--- src/rtl/muldiv_pkg.sv ---
// Shared encodings and types for the iterative M-extension multiply/divide unit.
package muldiv_pkg;
    localparam logic [2:0] F_MUL    = 3'd0;
    localparam logic [2:0] F_MULH   = 3'd1;
    localparam logic [2:0] F_MULHSU = 3'd2;
    localparam logic [2:0] F_MULHU  = 3'd3;
    localparam logic [2:0] F_DIV    = 3'd4;
    localparam logic [2:0] F_DIVU   = 3'd5;
    localparam logic [2:0] F_REM    = 3'd6;
    localparam logic [2:0] F_REMU   = 3'd7;

    localparam int W_BIT = 3;

    localparam logic [6:0] OPC_OP   = 7'b0110011;
    localparam logic [6:0] OPC_OP32 = 7'b0111011;

    typedef enum logic [1:0] {IDLE = 2'd0, BUSY = 2'd1, DONE = 2'd2} state_t;
endpackage

--- src/rtl/muldiv_if.sv ---
// Issue/result handshake bundle between the pipeline and the muldiv unit.
interface muldiv_if #(parameter int XLEN = 64, parameter int TAG_W = 5);
    logic             in_valid, in_ready, flush, out_valid, out_ready, busy;
    logic [3:0]       in_op;
    logic [XLEN-1:0]  in_a, in_b, out_result;
    logic [TAG_W-1:0] in_tag, out_tag;

    modport master (output in_valid, in_op, in_a, in_b, in_tag, flush, out_ready,
                    input  in_ready, out_valid, out_result, out_tag, busy);
    modport slave  (input  in_valid, in_op, in_a, in_b, in_tag, flush, out_ready,
                    output in_ready, out_valid, out_result, out_tag, busy);
endinterface

--- src/rtl/muldiv_div_core.sv ---
// Restoring divider on unsigned magnitudes, one quotient bit per cycle after start.
module muldiv_div_core #(parameter int XLEN = 64) (
    input  logic            clk,
    input  logic            RESET,
    input  logic            start,
    input  logic            w,
    input  logic [XLEN-1:0] dividend,
    input  logic [XLEN-1:0] divisor,
    output logic            done,
    output logic [XLEN-1:0] quot,
    output logic [XLEN-1:0] rem
);
    localparam int CW = $clog2(XLEN) + 1;

    logic [XLEN-1:0] q_q, r_q, d_q, diff;
    logic [CW-1:0]   cnt_q, n_q;
    logic [XLEN:0]   rsh;
    logic            ge;

    always_comb begin
        rsh  = {r_q, q_q[XLEN-1]};
        ge   = rsh >= {1'b0, d_q};
        diff = rsh[XLEN-1:0] - d_q;
    end

    // Word ops park the 32-bit dividend in the top half so 32 steps consume it.
    always_ff @(posedge clk) begin
        if (RESET) begin
            q_q <= '0; r_q <= '0; d_q <= '0; cnt_q <= '0; n_q <= '0;
        end else if (start) begin
            q_q   <= w ? dividend << (XLEN / 2) : dividend;
            r_q   <= '0;
            d_q   <= divisor;
            cnt_q <= '0;
            n_q   <= w ? CW'(32) : CW'(XLEN);
        end else if (!done) begin
            q_q   <= {q_q[XLEN-2:0], ge};
            r_q   <= ge ? diff : rsh[XLEN-1:0];
            cnt_q <= cnt_q + CW'(1);
        end
    end

    assign done = cnt_q == n_q;
    assign quot = q_q;
    assign rem  = r_q;
endmodule

--- src/rtl/muldiv_unit.sv ---
// Iterative RV64M/RV32M multiply/divide unit: shift-add multiply, restoring divide, fast paths.
module muldiv_unit import muldiv_pkg::*; #(
    parameter int XLEN  = 64,
    parameter int TAG_W = 5
) (
    input logic     clk,
    input logic     RESET,
    muldiv_if.slave io
);
    localparam int CW = $clog2(XLEN) + 1;

    state_t state, state_nx;

    logic             w, is_div, a_s, b_s, sa, sb, div_z, ovf, illegal, fast, accept;
    logic             w_q, is_div_q, neg_q, rneg_q, fin_done, div_done;
    logic [2:0]       f3, f3_q;
    logic [XLEN-1:0]  a_e, b_e, mag_a, mag_b, min_v, fast_raw, fast_res;
    logic [XLEN-1:0]  ma_q, res_q, dq, dr, quot, remv, fin;
    logic [2*XLEN-1:0] acc_q, prod;
    logic [XLEN:0]    sum;
    logic [CW-1:0]    cnt_q, n_q;
    logic [TAG_W-1:0] tag_q;

    function automatic logic [XLEN-1:0] sext32(input logic [31:0] v);
        return XLEN'($signed(v));
    endfunction

    always_comb begin
        f3     = io.in_op[2:0];
        w      = io.in_op[W_BIT] && (XLEN == 64);
        is_div = f3[2];
        a_e    = io.in_a;
        b_e    = io.in_b;
        if (w) begin
            if (f3 == F_DIVU || f3 == F_REMU) begin
                a_e = XLEN'(io.in_a[31:0]);
                b_e = XLEN'(io.in_b[31:0]);
            end else begin
                a_e = sext32(io.in_a[31:0]);
                b_e = sext32(io.in_b[31:0]);
            end
        end
        a_s     = is_div ? !f3[0] : (!w && (f3 == F_MULH || f3 == F_MULHSU));
        b_s     = is_div ? !f3[0] : (!w && f3 == F_MULH);
        sa      = a_s && a_e[XLEN-1];
        sb      = b_s && b_e[XLEN-1];
        mag_a   = sa ? -a_e : a_e;
        mag_b   = sb ? -b_e : b_e;
        min_v   = w ? sext32(32'h8000_0000) : {1'b1, {(XLEN-1){1'b0}}};
        div_z   = is_div && (b_e == '0);
        ovf     = is_div && a_s && (a_e == min_v) && (b_e == '1);
        illegal = w && !is_div && (f3 != F_MUL);
        fast    = illegal || div_z || ovf;
        fast_raw = '0;
        if (div_z)    fast_raw = f3[1] ? a_e : '1;
        else if (ovf) fast_raw = f3[1] ? '0 : a_e;
        fast_res = w ? sext32(fast_raw[31:0]) : fast_raw;
        accept   = (state == IDLE) && io.in_valid && !io.flush;
    end

    // The low MULW product bits land at acc[XLEN-1 -: 32] after only 32 shift steps.
    always_comb begin
        sum  = {1'b0, acc_q[2*XLEN-1:XLEN]} + (acc_q[0] ? {1'b0, ma_q} : '0);
        prod = neg_q ? -acc_q : acc_q;
        quot = neg_q ? -dq : dq;
        remv = rneg_q ? -dr : dr;
        case (f3_q)
            F_MUL:                      fin = w_q ? sext32(acc_q[XLEN-1 -: 32]) : prod[XLEN-1:0];
            F_MULH, F_MULHSU, F_MULHU:  fin = prod[2*XLEN-1:XLEN];
            F_DIV, F_DIVU:              fin = w_q ? sext32(quot[31:0]) : quot;
            default:                    fin = w_q ? sext32(remv[31:0]) : remv;
        endcase
        fin_done = is_div_q ? div_done : (cnt_q == n_q);
    end

    always_comb begin
        state_nx = state;
        case (state)
            IDLE:    if (accept) state_nx = fast ? DONE : BUSY;
            BUSY:    if (io.flush) state_nx = IDLE;
                     else if (fin_done) state_nx = DONE;
            DONE:    if (io.flush || io.out_ready) state_nx = IDLE;
            default: state_nx = IDLE;
        endcase
    end

    always_ff @(posedge clk) begin
        if (RESET) state <= IDLE;
        else       state <= state_nx;
    end

    always_ff @(posedge clk) begin
        if (RESET) begin
            f3_q <= '0; w_q <= 1'b0; is_div_q <= 1'b0; neg_q <= 1'b0; rneg_q <= 1'b0;
            tag_q <= '0; ma_q <= '0; acc_q <= '0; cnt_q <= '0; n_q <= '0; res_q <= '0;
        end else if (accept) begin
            f3_q     <= f3;
            w_q      <= w;
            is_div_q <= is_div;
            neg_q    <= sa ^ sb;
            rneg_q   <= sa;
            tag_q    <= io.in_tag;
            ma_q     <= mag_a;
            acc_q    <= {{XLEN{1'b0}}, mag_b};
            cnt_q    <= '0;
            n_q      <= w ? CW'(32) : CW'(XLEN);
            res_q    <= fast_res;
        end else if (state == BUSY) begin
            if (cnt_q != n_q) begin
                cnt_q <= cnt_q + CW'(1);
                if (!is_div_q) acc_q <= {sum, acc_q[XLEN-1:1]};
            end
            if (fin_done) res_q <= fin;
        end
    end

    muldiv_div_core #(.XLEN(XLEN)) u_div (
        .clk      (clk),
        .RESET    (RESET),
        .start    (accept && is_div),
        .w        (w),
        .dividend (mag_a),
        .divisor  (mag_b),
        .done     (div_done),
        .quot     (dq),
        .rem      (dr)
    );

    assign io.in_ready   = state == IDLE;
    assign io.busy       = state != IDLE;
    assign io.out_valid  = state == DONE;
    assign io.out_result = (state == DONE) ? res_q : '0;
    assign io.out_tag    = (state == DONE) ? tag_q : '0;
endmodule

--- src/flat_wrapper.sv ---
// flat-port wrapper written by rule: the top's interface ports become plain ports
module muldiv_unit_flat import muldiv_pkg::*;
#(
    parameter int XLEN  = 64,
    parameter int TAG_W = 5
)
  (clk, RESET, io_in_valid, io_in_op, io_in_a, io_in_b, io_in_tag, io_flush, io_out_ready, io_in_ready, io_out_valid, io_out_result, io_out_tag, io_busy);
  muldiv_if #(.XLEN(XLEN), .TAG_W(TAG_W)) io_i ();
  input logic clk;
  input logic RESET;
  input wire logic [$bits(io_i.in_valid)-1:0] io_in_valid;
  input wire logic [$bits(io_i.in_op)-1:0] io_in_op;
  input wire logic [$bits(io_i.in_a)-1:0] io_in_a;
  input wire logic [$bits(io_i.in_b)-1:0] io_in_b;
  input wire logic [$bits(io_i.in_tag)-1:0] io_in_tag;
  input wire logic [$bits(io_i.flush)-1:0] io_flush;
  input wire logic [$bits(io_i.out_ready)-1:0] io_out_ready;
  output wire logic [$bits(io_i.in_ready)-1:0] io_in_ready;
  output wire logic [$bits(io_i.out_valid)-1:0] io_out_valid;
  output wire logic [$bits(io_i.out_result)-1:0] io_out_result;
  output wire logic [$bits(io_i.out_tag)-1:0] io_out_tag;
  output wire logic [$bits(io_i.busy)-1:0] io_busy;
  assign io_i.in_valid = io_in_valid;
  assign io_i.in_op = io_in_op;
  assign io_i.in_a = io_in_a;
  assign io_i.in_b = io_in_b;
  assign io_i.in_tag = io_in_tag;
  assign io_i.flush = io_flush;
  assign io_i.out_ready = io_out_ready;
  assign io_in_ready = io_i.in_ready;
  assign io_out_valid = io_i.out_valid;
  assign io_out_result = io_i.out_result;
  assign io_out_tag = io_i.out_tag;
  assign io_busy = io_i.busy;
  muldiv_unit #(.XLEN(XLEN), .TAG_W(TAG_W)) u_core (.clk(clk), .RESET(RESET), .io(io_i));
endmodule
--- config.mk ---
export PLATFORM = sky130hd
export DESIGN_NAME = muldiv_unit_flat
export DESIGN_NICKNAME = d
export VERILOG_FILES = /design/src/rtl/muldiv_pkg.sv /design/src/rtl/muldiv_if.sv /design/src/rtl/muldiv_div_core.sv /design/src/rtl/muldiv_unit.sv /design/src/flat_wrapper.sv
export SDC_FILE = /design/constraint.sdc
export NUM_CORES = 2
export LEC_CHECK = 0
export BUFFER_PORTS_ARGS = -buffer_cell sky130_fd_sc_hd__buf_2
export CAP_MARGIN = 15
export CORE_MARGIN = 5
export CORE_UTILIZATION = 55
export CTS_CLUSTER_SIZE = 24
export DETAILED_ROUTE_END_ITERATION = 12
export HOLD_SLACK_MARGIN = 0.05
export PLACE_DENSITY = 0.79
export SYNTH_ARGS = -nofsm -noshare
export SYNTH_HDL_FRONTEND = slang
export SYNTH_HIERARCHICAL = 1
export SYNTH_SLANG_ARGS = --single-unit
--- constraint.sdc ---
create_clock -name clk -period 6.9 [get_ports clk]
set_input_delay 0.345 -clock clk [delete_from_list [all_inputs] [get_ports clk]]
set_output_delay 0.345 -clock clk [all_outputs]
set_load 0.01 [all_outputs]
* Word level (Yosys, flattened, before mapping) *
Index checks and enable logic that the tools add are counted.

operators by class
  add/subtract/negate cells = 9
  $mul = 0
  div/mod/pow operators = 0
  order comparisons = 1
  equal/unequal tests = 21
  shift operators = 0
  mux-type cells = 43
  bitwise logic cells = 2
  reduce and logical (&&, ||, !) cells = 39

operators by type and width
  operator                                        count
  2-to-1 mux 64 bit                               29
  negation 64 bit                                 4
  one-hot mux 64 bit (3 select lines)             1
  2-to-1 mux 128 bit                              1
  negation 128 bit                                1
  adder 64 x 64 -> 65 bit                         1
  >= comparator 65 x 64 -> 1 bit                  1
  == test 64 bit                                  1
  == test 64 bit (second input constant)          1
  zero test 64 bit                                1
  subtractor 64 bit                               1
  2-to-1 mux 63 bit                               1
  adder 7 x 1 -> 7 bit (second input constant)    2
  == test 7 bit                                   2
  logical AND 1 bit                               13
  == test 3 bit (second input constant)           4
  2-to-1 mux 2 bit                                5
  == test 3 x 2 -> 1 bit (second input constant)  3
  AND reduction 3 bit                             3
  nonzero test 2 bit                              4
  2-to-1 mux 7 bit                                1
  != test 7 bit                                   1
  == test 3 x 1 -> 1 bit (second input constant)  2
  != test 2 x 1 -> 1 bit (second input constant)  3
  other kinds (17)                                29

word-level totals
  register bits = 490
  bits in latches = 0
  bits in writable memories = 0
  ROM bits = 0
  bits of input ports = 142
  output and inout port bits = 72
  word-level logic and storage cells = 133
  memories = 0

* Depth between registers and ports, before layout *
  word-level depth = 11
  mapped depth = 17
  mapped depth without buffers = 14

* Hierarchy *
Netlist, hierarchy kept.

by module, submodules not included
  module           instances  cells each  area an instance (um^2)  seq. area each (um^2)
  muldiv_unit      1          4028        27545.2                  5545.3
  muldiv_div_core  1          1636        12640.9                  4023.9

* Worst setup path after synthesis *
Ideal clock, no wire load.

  kind = reg2reg
  start = reg u_core.acc_q[0]
  end = reg u_core.acc_q[125]
  library setup time = 132 ps
  arrival time = 3643 ps
  required time = 6768 ps
  setup slack = 3124 ps
  stages on the path, launching flop included = 16
  buffers on the path = 2
  period minus slack after synthesis = 3776 ps
  cell sequence = dfxtp_1 -> clkbuf_1 -> clkbuf_1 -> and2_1 -> ha_1 -> fa_1 -> a21o_1 -> a311o_1 -> a21oi_1 -> or4b_2 -> a311oi_1 -> o211ai_1 -> a21oi_1 -> o211ai_1 -> nand4_1 -> or3b_2

on the way
  word-level cells in the longest chain between the ends = 2

RTL lines
  item                      line                RTL
  start: declaration        muldiv_unit.sv:19   logic [2*XLEN-1:0] acc_q, prod;
  start signal: assignment  muldiv_unit.sv:104  acc_q <= {{XLEN{1'b0}}, mag_b};
  start signal: assignment  muldiv_unit.sv:111  if (!is_div_q) acc_q <= {sum, acc_q[XLEN-1:1]};
  2-to-1 mux 64 bit         muldiv_unit.sv:63   sum = {1'b0, acc_q[2*XLEN-1:XLEN]} + (acc_q[0] ? {1'b0, ma_q} : '0);
  adder 64 x 64 -> 65 bit   muldiv_unit.sv:63

Every way passes these cells.
A chain may end at the register's enable or synchronous reset.

* Worst setup path after layout *
  start = reg u_core.acc_q[0]
  end = reg u_core.acc_q[123]

The elaborated chain is that of the path after synthesis.

==> results.cfg <==
[critical_path]
cp_data_required_time_ns = 7.47
cp_num_buf_inv = 2
rr_worst_depth = 14
rrSetupSlack_ns = 2.15
startpoint_type = register
cp-startpoint = u_core/acc_q[0]$_SDFFE_PP0P_
cp_max_fo = 59
cp_slowest_cell = a21oi_1
worstPathArrival_ns = 5.33
path_cells = buf_4 > and2_1 > ha_1 > or2_2 > and3_1 > a21oi_1 > o21ai_0 > a31oi_1 > o41ai_1 > buf_4 > a31o_2 > and2_1 > o221ai_1 > o221a_2
regToRegStartpoint = u_core/acc_q[0]$_SDFFE_PP0P_
r2r-end = u_core/acc_q[123]$_SDFFE_PP0P_
setup.worst_path.class = register to register
cp-endpoint = u_core/acc_q[123]$_SDFFE_PP0P_
critPathMaxStageDelay_ns = 0.62
path_depth = 14
critPathCaptureType = register
cp_top_family = compound AO/OA/AOI/OAI gates

[yosys]
synthCells = 5664
yosysUniqueCellTypes = 97
synth-seq-area-share = 0.238
synth-edff-count = 0
synth-async-reset-ratio = 0
ys_ff_latch = 478
yosys-top-cells-count = 670 x nand2_1, 562 x nor2_1, 553 x a21oi_1, 478 x dfxtp_1, 449 x o21ai_0
synth_top_cell_area_share = 0.238
avgSynthCellArea_um2 = 7.09
synth_area_leaders = dfxtp_1 24%, a21oi_1 6.9%, nand2_1 6.3%
syn_nets = 5946
netlist_area_um2 = 40200
yosysWarningCount = 6
synth_top_area_cell = dfxtp_1
yosysMostFrequentCell = nand2_1
ys.flop_type = dfxtp_1

[global_route]
grt_pass1_vias = 41000
antenna_found_initial = 11
grt-ovfl-total = 0
grt_pass1_wl_mm = 269
globalRouteTotalUtil = 0.442
grt_max_degree = 167

[clock_network]
ctsHtreeMaxLevel = 2
clk_latency_ns = 0.66
cts_tree = built
cts_buffers = 58
clkSlewWorstSetupHoldPaths_ns = 0.06
clock_tree.buffer_depth = 3
cts-root-buf = clkbuf_16
cts_sinks = 478

[floorplan]
coreArea_um2 = 72700
die_w_um = 280
ios = 214
dieArea_um2 = 78600
rows = 99
initial_core_util = 0.553
die_height_um = 280

[layout]
layout.nets = 5907
area_growth_pct = 9.17
fin_util = 0.603
final_cells = 6637
layout-drive-gt1-share = 0.0910
final_area_um2 = 43900

[pwr]
ir_drop_uv = 548
power.leakage_nw = 17.1
p_per_area_nw_per_um2 = 357

[timing]
fin_crit_sh = 0.689
rsz0062_at_grt = no
tns_ns = 0
fmax_mhz = 210
hold_violations = 0
drv_slew = 0
slew_headroom = 0.0928
setup_viol = 0
fin_crit_ns = 4.75
worst_pin_slew_ns = 1.35
fin_skew_ns = 0.0321

[min_path]
hold_start = io_in_a[23]
min_path_type = primary input to register

[detailed_routing]
vias = 45500
dr.first_iter.drc_count = 6885
wl_mm = 184
viasPerCell = 6.85
wl_per_cell_um = 27.7
dr.pass1.iters = 9
final_antenna_net_count = 0
drc = 0

[place]
dp_cells = 6516
gp_congestion = 1.06
numPortBuffers = 213
place_area_um2 = 41700
hpwl_mm = 139

[job]
max-cap-violations = 0

[outcome]
status = complete, no violations
[power breakdown]
group | leakage (nW) | internal [mW] | switching, mW
clock network | 1.02 | 2.06 | 1.39
logic | 12.2 | 2.99 | 5.62
registers | 3.90 | 3.06 | 0.521
[sequential cells by signal, indices dropped and copies added, names as in the netlist, 7 cells and up]
register / count
u_core/cnt_q: 7
u_core/u_div/quot: 64
u_core/acc_q: 128
u_core/res_q: 64
u_core/u_div/d_q: 64
u_core/u_div/rem: 64
u_core/u_div/cnt_q: 7
u_core/ma_q: 64
[per-layer routing]
metal | share of wire | GRT usage | vias to the layer above
li1 | - | - | 20400
met1 | 0.38 | 0.584 | 21300
met2 | 0.42 | 0.658 | 3186
met3 | 0.13 | 0.119 | 602
met4 | 0.070 | 0.242 | 14
met5 | 0.00055 | 0 | -
[through the flow]
| step | power, mW | setup slack (ns) | hold WS [ns] |
|---|---|---|---|
| 4_1_cts | 15.4 | 2.28 | 0.0585 |
| 3_3_place_gp | 11.8 | 1.93 | 0.438 |
| 2_1_floorplan | 9.57 | 3.12 | 0.427 |
| 5_1_grt | 16.4 | 2.01 | 0.0894 |
| 3_5_place_dp | 11.9 | 1.85 | 0.445 |
| 6_report | 15.6 | 2.15 | 0.0812 |
[worst min-delay path by stage]
stage | cells past startpoint | end | slack [ns]
finish | 3 | u_core/res_q[23]$_SDFFE_PP0P_ | 0.08
detailed placement | 2 | u_core/tag_q[1]$_SDFFE_PP0P_ | 0.44
floorplan | 2 | u_core/ma_q[56]$_SDFFE_PP0P_ | 0.43
CTS | 3 | u_core/f3_q[0]$_SDFFE_PP0P_ | 0.06
global placement | 2 | u_core/ma_q[0]$_SDFFE_PP0P_ | 0.44
global route | 3 | u_core/f3_q[0]$_SDFFE_PP0P_ | 0.09
[worst reg2reg max path, delay by kind of cell (launching register included)]
| kind | cells | cell delay (ns) |
|---|---|---|
| AOI/OAI and AO/OA | 7 | 2.35 |
| adders and majority gates | 1 | 0.26 |
| DFF | 1 | 0.49 |
| and+or+nand+nor | 4 | 0.87 |
| buffers and inverters | 2 | 0.71 |
[cell usage in the layout, fill, tap and decap left out, types with 59 or more instances in the layout]
cell	count
nand2_1	669
nor2_1	560
a21oi_1	552
dfxtp_1	474
o21ai_0	449
xnor2_1	247
xor2_1	230
buf_2	211
and2_1	183
nor3_1	151
inv_1	142
ha_1	138
mux2i_1	122
a211oi_1	106
o31ai_1	101
nand4_1	85
buf_4	83
nand3_1	78
a21o_1	74
nor4_1	63
or4_1	63
or3_1	61
a311oi_1	61
clkbuf_16	60
a31oi_1	59
[area by class of cell]
cell class	instances	area, um2
tap	959	1200
antenna	5	12.5
sequential	478	9580
fill	6934	28800
timing repair buffer	305	1810
multi-input combinational	4636	28600
clock inverter	37	515
inverter	146	553
clock buffer	71	1590
[kinds of logic after synthesis]
family | count (synthesis) | synth area share
mux | 122 | 0.0304
xor+xnor | 477 | 0.104
fa+ha+maj | 140 | 0.0440
simple gates | 2127 | 0.255
buf+inv | 550 | 0.0527
compound gates | 1770 | 0.276
flops | 478 | 0.238
[repair_timing]
| item | in CTS | in global routing |
|---|---|---|
| hold buffers | 8 | 0 |
| gates resized for setup | 0 | 0 |
| buffers inserted | 0 | 0 |
| hold endpoints to repair | 9 | 0 |
(Power assumes the default switching activity.)
